File: src/rtl/io_input_stage.sv
// Board input stage: 2-flop synchronizer, per-bit debounce, and optional sticky
// rising-edge flags with read-to-clear and irq (enabled by `define IO_EDGE_CAPTURE_EN).
module io_input_stage #(
  parameter int DB_CYCLES = 4,
  parameter int CNT_W     = 16
) (
  input  logic        clk,
  input  logic        rst,
  input  logic [15:0] pins,
  input  logic        rd_strobe,
  output logic [31:0] entradas,
  output logic        irq
);

  localparam logic [CNT_W-1:0] LP_LAST = CNT_W'(DB_CYCLES - 1);
  localparam logic [CNT_W-1:0] LP_ONE  = CNT_W'(1);

  logic [15:0]      r_s1;
  logic [15:0]      r_s2;
  logic [15:0]      r_stable;
  logic [CNT_W-1:0] r_cnt [16];

  logic [15:0]      w_stable_nxt;
  logic [CNT_W-1:0] w_cnt_nxt [16];

  // The counter runs only while s2 disagrees with the stable level; any return
  // to the stable value restarts it from zero.
  always_comb begin
    w_stable_nxt = r_stable;
    for (int i = 0; i < 16; i++) begin
      w_cnt_nxt[i] = '0;
      if (r_s2[i] != r_stable[i]) begin
        if (r_cnt[i] == LP_LAST) begin
          w_stable_nxt[i] = r_s2[i];
        end else begin
          w_cnt_nxt[i] = r_cnt[i] + LP_ONE;
        end
      end
    end
  end

  always_ff @(posedge clk) begin
    if (rst) begin
      r_s1     <= '0;
      r_s2     <= '0;
      r_stable <= '0;
      for (int i = 0; i < 16; i++) begin
        r_cnt[i] <= '0;
      end
    end else begin
      r_s1     <= pins;
      r_s2     <= r_s1;
      r_stable <= w_stable_nxt;
      for (int i = 0; i < 16; i++) begin
        r_cnt[i] <= w_cnt_nxt[i];
      end
    end
  end

`ifdef IO_EDGE_CAPTURE_EN
  logic [15:0] r_flags;
  logic [15:0] w_rise;

  assign w_rise = w_stable_nxt & ~r_stable;

  // A rise on the same edge as a read wins for that bit only.
  always_ff @(posedge clk) begin
    if (rst) begin
      r_flags <= '0;
    end else begin
      r_flags <= (rd_strobe ? 16'h0000 : r_flags) | w_rise;
    end
  end

  assign entradas = {r_flags, r_stable};
  assign irq      = |r_flags;
`else
  logic w_unused_rd;
  assign w_unused_rd = rd_strobe;
  assign entradas    = {16'h0000, r_stable};
  assign irq         = 1'b0;
`endif

endmodule

File: config.mk
export PLATFORM = sky130hd
export DESIGN_NAME = io_input_stage
export DESIGN_NICKNAME = d
export VERILOG_FILES = /design/src/rtl/io_input_stage.sv
export SDC_FILE = /design/constraint.sdc
export NUM_CORES = 1
export LEC_CHECK = 0
export CAP_MARGIN = 20
export CORE_ASPECT_RATIO = 1.75
export CORE_MARGIN = 4
export CORE_UTILIZATION = 55
export CTS_CLUSTER_SIZE = 14
export DETAILED_ROUTE_END_ITERATION = 8
export DONT_BUFFER_PORTS = 1
export GPL_TIMING_DRIVEN = 1
export PLACE_DENSITY_LB_ADDON = 0.2
export REMOVE_ABC_BUFFERS = 1
export SLEW_MARGIN = 10
export SYNTH_ARGS = -nofsm -noshare
export SYNTH_HDL_FRONTEND = slang
export SYNTH_SLANG_ARGS = --single-unit
File: constraint.sdc
create_clock -name clk -period 1.52 [get_ports clk]
set_input_delay 0.152 -clock clk [delete_from_list [all_inputs] [get_ports clk]]
set_output_delay 0.152 -clock clk [all_outputs]
set_load 0.005 [all_outputs]
After elaboration in Yosys (flattened, before gate mapping). Memories as Yosys holds them, arrays and structs flattened. Index checks and enable logic that the tools add are counted.

$add $sub $neg: 16. Eq/ne operators: 32. Multiplexer cells: 51. Bitwise operators: 16. Reduce and logical (&&, ||, !) cells: 16.

Operator list (number): $mux 16 (48); $add 16x1->16 const B (16); $eq 16x2->1 const B (16); $reduce_and 2->1 (16); $ne 1x1->1 (16); $or 1x1->1 (16); $mux 1 (3).

Flip-flop bits (word level): 48. Bits in writable memories: 256. Input bits: 19. Output and inout port bits: 33. Logic and storage cells: 150. Memories kept: 1.

Memory list: r_cnt (depth 16, width 16, rd ports 16, clocked after memory_dff 0, wr ports 16, RTL line 21) `logic [CNT_W-1:0] r_cnt [16];`.

Logic depth before layout (Yosys ltp). An unclocked memory read counts as a cell.

Word-level depth: 5. Depth in mapped cells: 7. Gate-level depth less buffers: 5.

Worst setup path before layout. Ideal clock, no wire load.

Kind: register to register. Start: memory r_cnt[14][0], in the netlist r_cnt[1][96]. End: memory r_cnt[14][14], in the netlist r_cnt[1][110]. Setup time: 115 ps. Arrival: 1469 ps. Required time: 1405 ps. Path slack: -64 ps. Cell stages (with the launch flop): 8. Path buffers: 2. Clock period less this slack: 1584 ps. Cell sequence: dfxtp_1 ha_1 clkbuf_1 nor3b_1 nand4_1 nand2_1 buf_4 nor2_1.

RTL lines (RTL line): from (decl) (21).

==> impl_metrics.csv <==
group,metric,value,unit
logic_synthesis,synth_top_cell_area_share,47.2,%
logic_synthesis,syn_area,12900,um^2
timing,layout_min_cycle_time,1460,ps
die,io_pins,52,
critical_path,reg2reg_to,"r_cnt[0][13]",
clocking,cts_tree,"yes",
logic_synthesis,synth_edf_count,0,
layout,nNetsFinal,1596,
critical_path,slowest_delay,440,ps
timing,rsz0062_at_grt,"true",
die,core,22900,um^2
power,p_switching,3.09,mW
grt,antenna_found_initial,0,
timing,slew_viol_final,0,
worst_hold_path,hp-start,"rst",
grt,first_global_vias,9889,
power,p_seq_share,51.6,%
power,sw_frac_of_total,19.8,%
critical_path,worst_path_max_delay_cell,"dfxtp_1",
critical_path,r2r_start,"r_cnt[0][7]",
detailed_routing,wire_per_inst,13.2,um
critical_path,reg2reg_slack,60,ps
critical_path,worstPathMaxFanout,6,
placed_design,place.gp.congestion,0.872,
timing,post-route-period-util,95.9,%
logic_synthesis,async_flop_share,0,%
clocking,cts_max_level,1,
critical_path,arrival,1900,ps
critical_path,required,1960,ps
worst_hold_path,holdPathStages,2,
die,rows,73,
power,p_leak,5.08,nW
critical_path,worst-path-buf-inv,0,
critical_path,cp_top_family,"simple AND/OR/NAND/NOR gates",
logic_synthesis,synth_area_leader_cell,"dfxtp_1",
detailed_routing,routed_via_density,5.37,
placed_design,dp.cells,1790,
detailed_routing,vias,10100,
power,p_total,15.6,mW
layout,diodes,0,
power,p_per_area,1000,nW/um^2
placed_design,place_hpwl,16200,um
die,die_x,124,um
timing,fin_tns_setup,0,ps
layout,post_route_cells_drive_above_1_share,13.9,%
detailed_routing,dr.pass1.iters,4,
layout,finalNonFillerCells,1881,
logic_synthesis,synthTopCellsByCount,"dfxtp_1 (304), nor2_1 (295), xnor2_1 (167)",
placed_design,dp_slack,-1.34,ps
grt,grt_overflow_total,0,
detailed_routing,drc_errors,0,
timing,hold_violations,0,
timing,finClkSkew,7.07,ps
clocking,cts_buffer_depth,3,
placed_design,place_area,13700,um^2
detailed_routing,finalWirelength,24900,um
worst_hold_path,hold-path-endpoint,"r_s1[6]",
logic_synthesis,post-synth-top-count-cell,"dfxtp_1",
grt,grt_max_degree,34,
grt,grt_pass1_wl,42700,um
grt,grt.total_usage,19.2,%
critical_path,r2r_cells,4,
logic_synthesis,ys_types,36,
worst_hold_path,holdCritPathClass,"in2reg",
timing,fmax,0.686,GHz
detailed_routing,drt_iter0_drc,429,
logic_synthesis,synth.area.top_cells,"dfxtp_1 (47%), xnor2_1 (11%), nor2_1 (8.6%), xor2_1 (4.5%), nor4_1 (4.5%)",
die,die_y,211,um
logic_synthesis,syn_area_per_cell,8.90,um^2
placed_design,io_buffers,0,
die,die_area,26100,um^2
critical_path,end_kind,"flop",
logic_synthesis,ys_ff_latch,304,
power,p_int,12.5,mW
flow_run,maxCapViolCount,0,
clocking,cts_buffers,28,
detailed_routing,ant_nets,0,
logic_synthesis,syn-instance-count,1450,
critical_path,crit_chain,"nand4_1 -> nor4_1 -> xnor2_1 -> nor2_1",
critical_path,crit_type,"reg2reg",
clocking,root_buffer,"clkbuf_16",
run_status,status,"completed",
die,initial_core_util,56.3,%
clocking,cts.sinks,304,
power,combPwrFrac,1.7,%
timing,worst_slack,61.9,ps
clocking,clock_latency,550,ps
timing,setup_viol,0,
layout,finalInstanceArea,15600,um^2
power,p_clk_share,46.6,%
layout,area.growth.synth_to_final,20.6,%
clocking,clk_pin_slew,70,ps
logic_synthesis,synth_warnings,0,
logic_synthesis,synth_ff_type,"dfxtp_1",
critical_path,critPathLaunchType,"flop",
power,irDropWorstVdd,0.894,mV
logic_synthesis,yosysSeqAreaShare,47.2,%
-- metrics by stage --
step	utilization, %	hold WS (ps)
finish	67.9	223
CTS	65.7	195
detailed placement	59.8	233
global placement	59.8	232
floorplan	-	224
global route	67.9	206
-- state kept, by name (all words and copies together), names as in the netlist --
signal	count
r_cnt	256
r_stable	16
r_s2	16
r_s1	16
-- worst reg2reg max path: stages, from the launching register on --
cell	delay, ps
dfxtp_1	440
nand4_1	300
nor4_1	410
xnor2_1	160
nor2_1	50
-- metal layers --
metal / routed length, um / up-vias / global-route usage (%) / part of all wire [%]
met5: 0 / - / 0 / 0
li1: - / 5154 / - / -
met3: 805 / 58 / 2.92 / 3.2
met4: 669 / 0 / 6.81 / 2.7
met2: 13400 / 128 / 36.1 / 54
met1: 10000 / 4765 / 21.2 / 40
-- placed cells by master, fill, tap and decap left out, types with 5 or more instances in the layout --
cell type      netlist  layout
nor3_1              58      58
and2_1               7       7
nor2_1             295     295
ha_4                 0       8
dfxtp_2              0      16
buf_4               21      76
nor4_1              92      69
nor4_2               0      22
nand4_1             81      81
and3_1              22      22
xnor2_1            167     167
nand3_2              2       9
xor2_1              67      66
clkbuf_8             0      11
clkbuf_16            0      29
nor2b_1             32      32
dlygate4sd3_1        0      33
buf_12               0       8
nor4b_2              0       7
inv_1               29      29
and4_1              12      12
mux2i_1             17      17
nand2_1             73      70
nand3_1             81      74
conb_1               1      17
a21oi_1              5       5
dfxtp_1            304     288
-- cell type report --
type                            count  area, um^2
Inverter                           29         109
Clock buffer                       44         892
Multi-Input combinational cell   1077        6890
Clock inverter                      6        80.1
Tap cell                          300         375
Timing Repair Buffer              121        1110
Sequential cell                   304        6110
Fill cell                        1822        7360
-- power by group through the flow --
stage / clock network (mW) / logic [mW] / registers (mW)
2_1_floorplan: 0 / 0.0995 / 8.22
6_report: 7.27 / 0.270 / 8.05
3_5_place_dp: 0 / 0.181 / 8.22
4_1_cts: 7.50 / 0.264 / 8.04
3_3_place_gp: 0 / 0.179 / 8.22
5_1_grt: 7.78 / 0.303 / 8.05
-- worst max-delay path by stage --
stage                 startpoint            to  slack, ps  cells after the start
finish               r_cnt[0][7]  r_cnt[0][13]         60                      4
global route        r_cnt[1][66]  r_cnt[1][77]        -70                      4
CTS                 r_cnt[0][80]   r_stable[5]        0.1                      6
detailed placement  r_cnt[1][16]  r_cnt[1][28]         -1                      6
global placement    r_cnt[0][49]  r_cnt[0][50]         60                      6
floorplan           r_cnt[1][80]  r_cnt[1][82]        -40                      5
-- repair_timing --
action / 4_1_cts / 5_1_grt
endpoints found under the setup margin: 25 / 260
endpoints found under the hold margin: 294 / 0
gates resized for setup: 2 / 94
pin swaps: 1 / 20
hold buffers: 34 / 0
buffers inserted: 1 / 5
cloned: 0 / 1
-- cells by family (layout without fill, tap and decap cells) --
family                   Yosys count  count (layout)  synth area share (%)
adder cells (fa/ha/maj)           16              16                  1.55
flip-flops                       304             304                  47.2
XOR/XNOR                         234             234                  15.9
AO/OA/AOI/OAI                     10              10                 0.417
AND/OR/NAND/NOR                  783             783                  30.3
multiplexers                      17              17                  1.32
buffers and inverters             85             200                  3.32
other                              1              17                0.0291
Power figures use the tool's default switching activity.
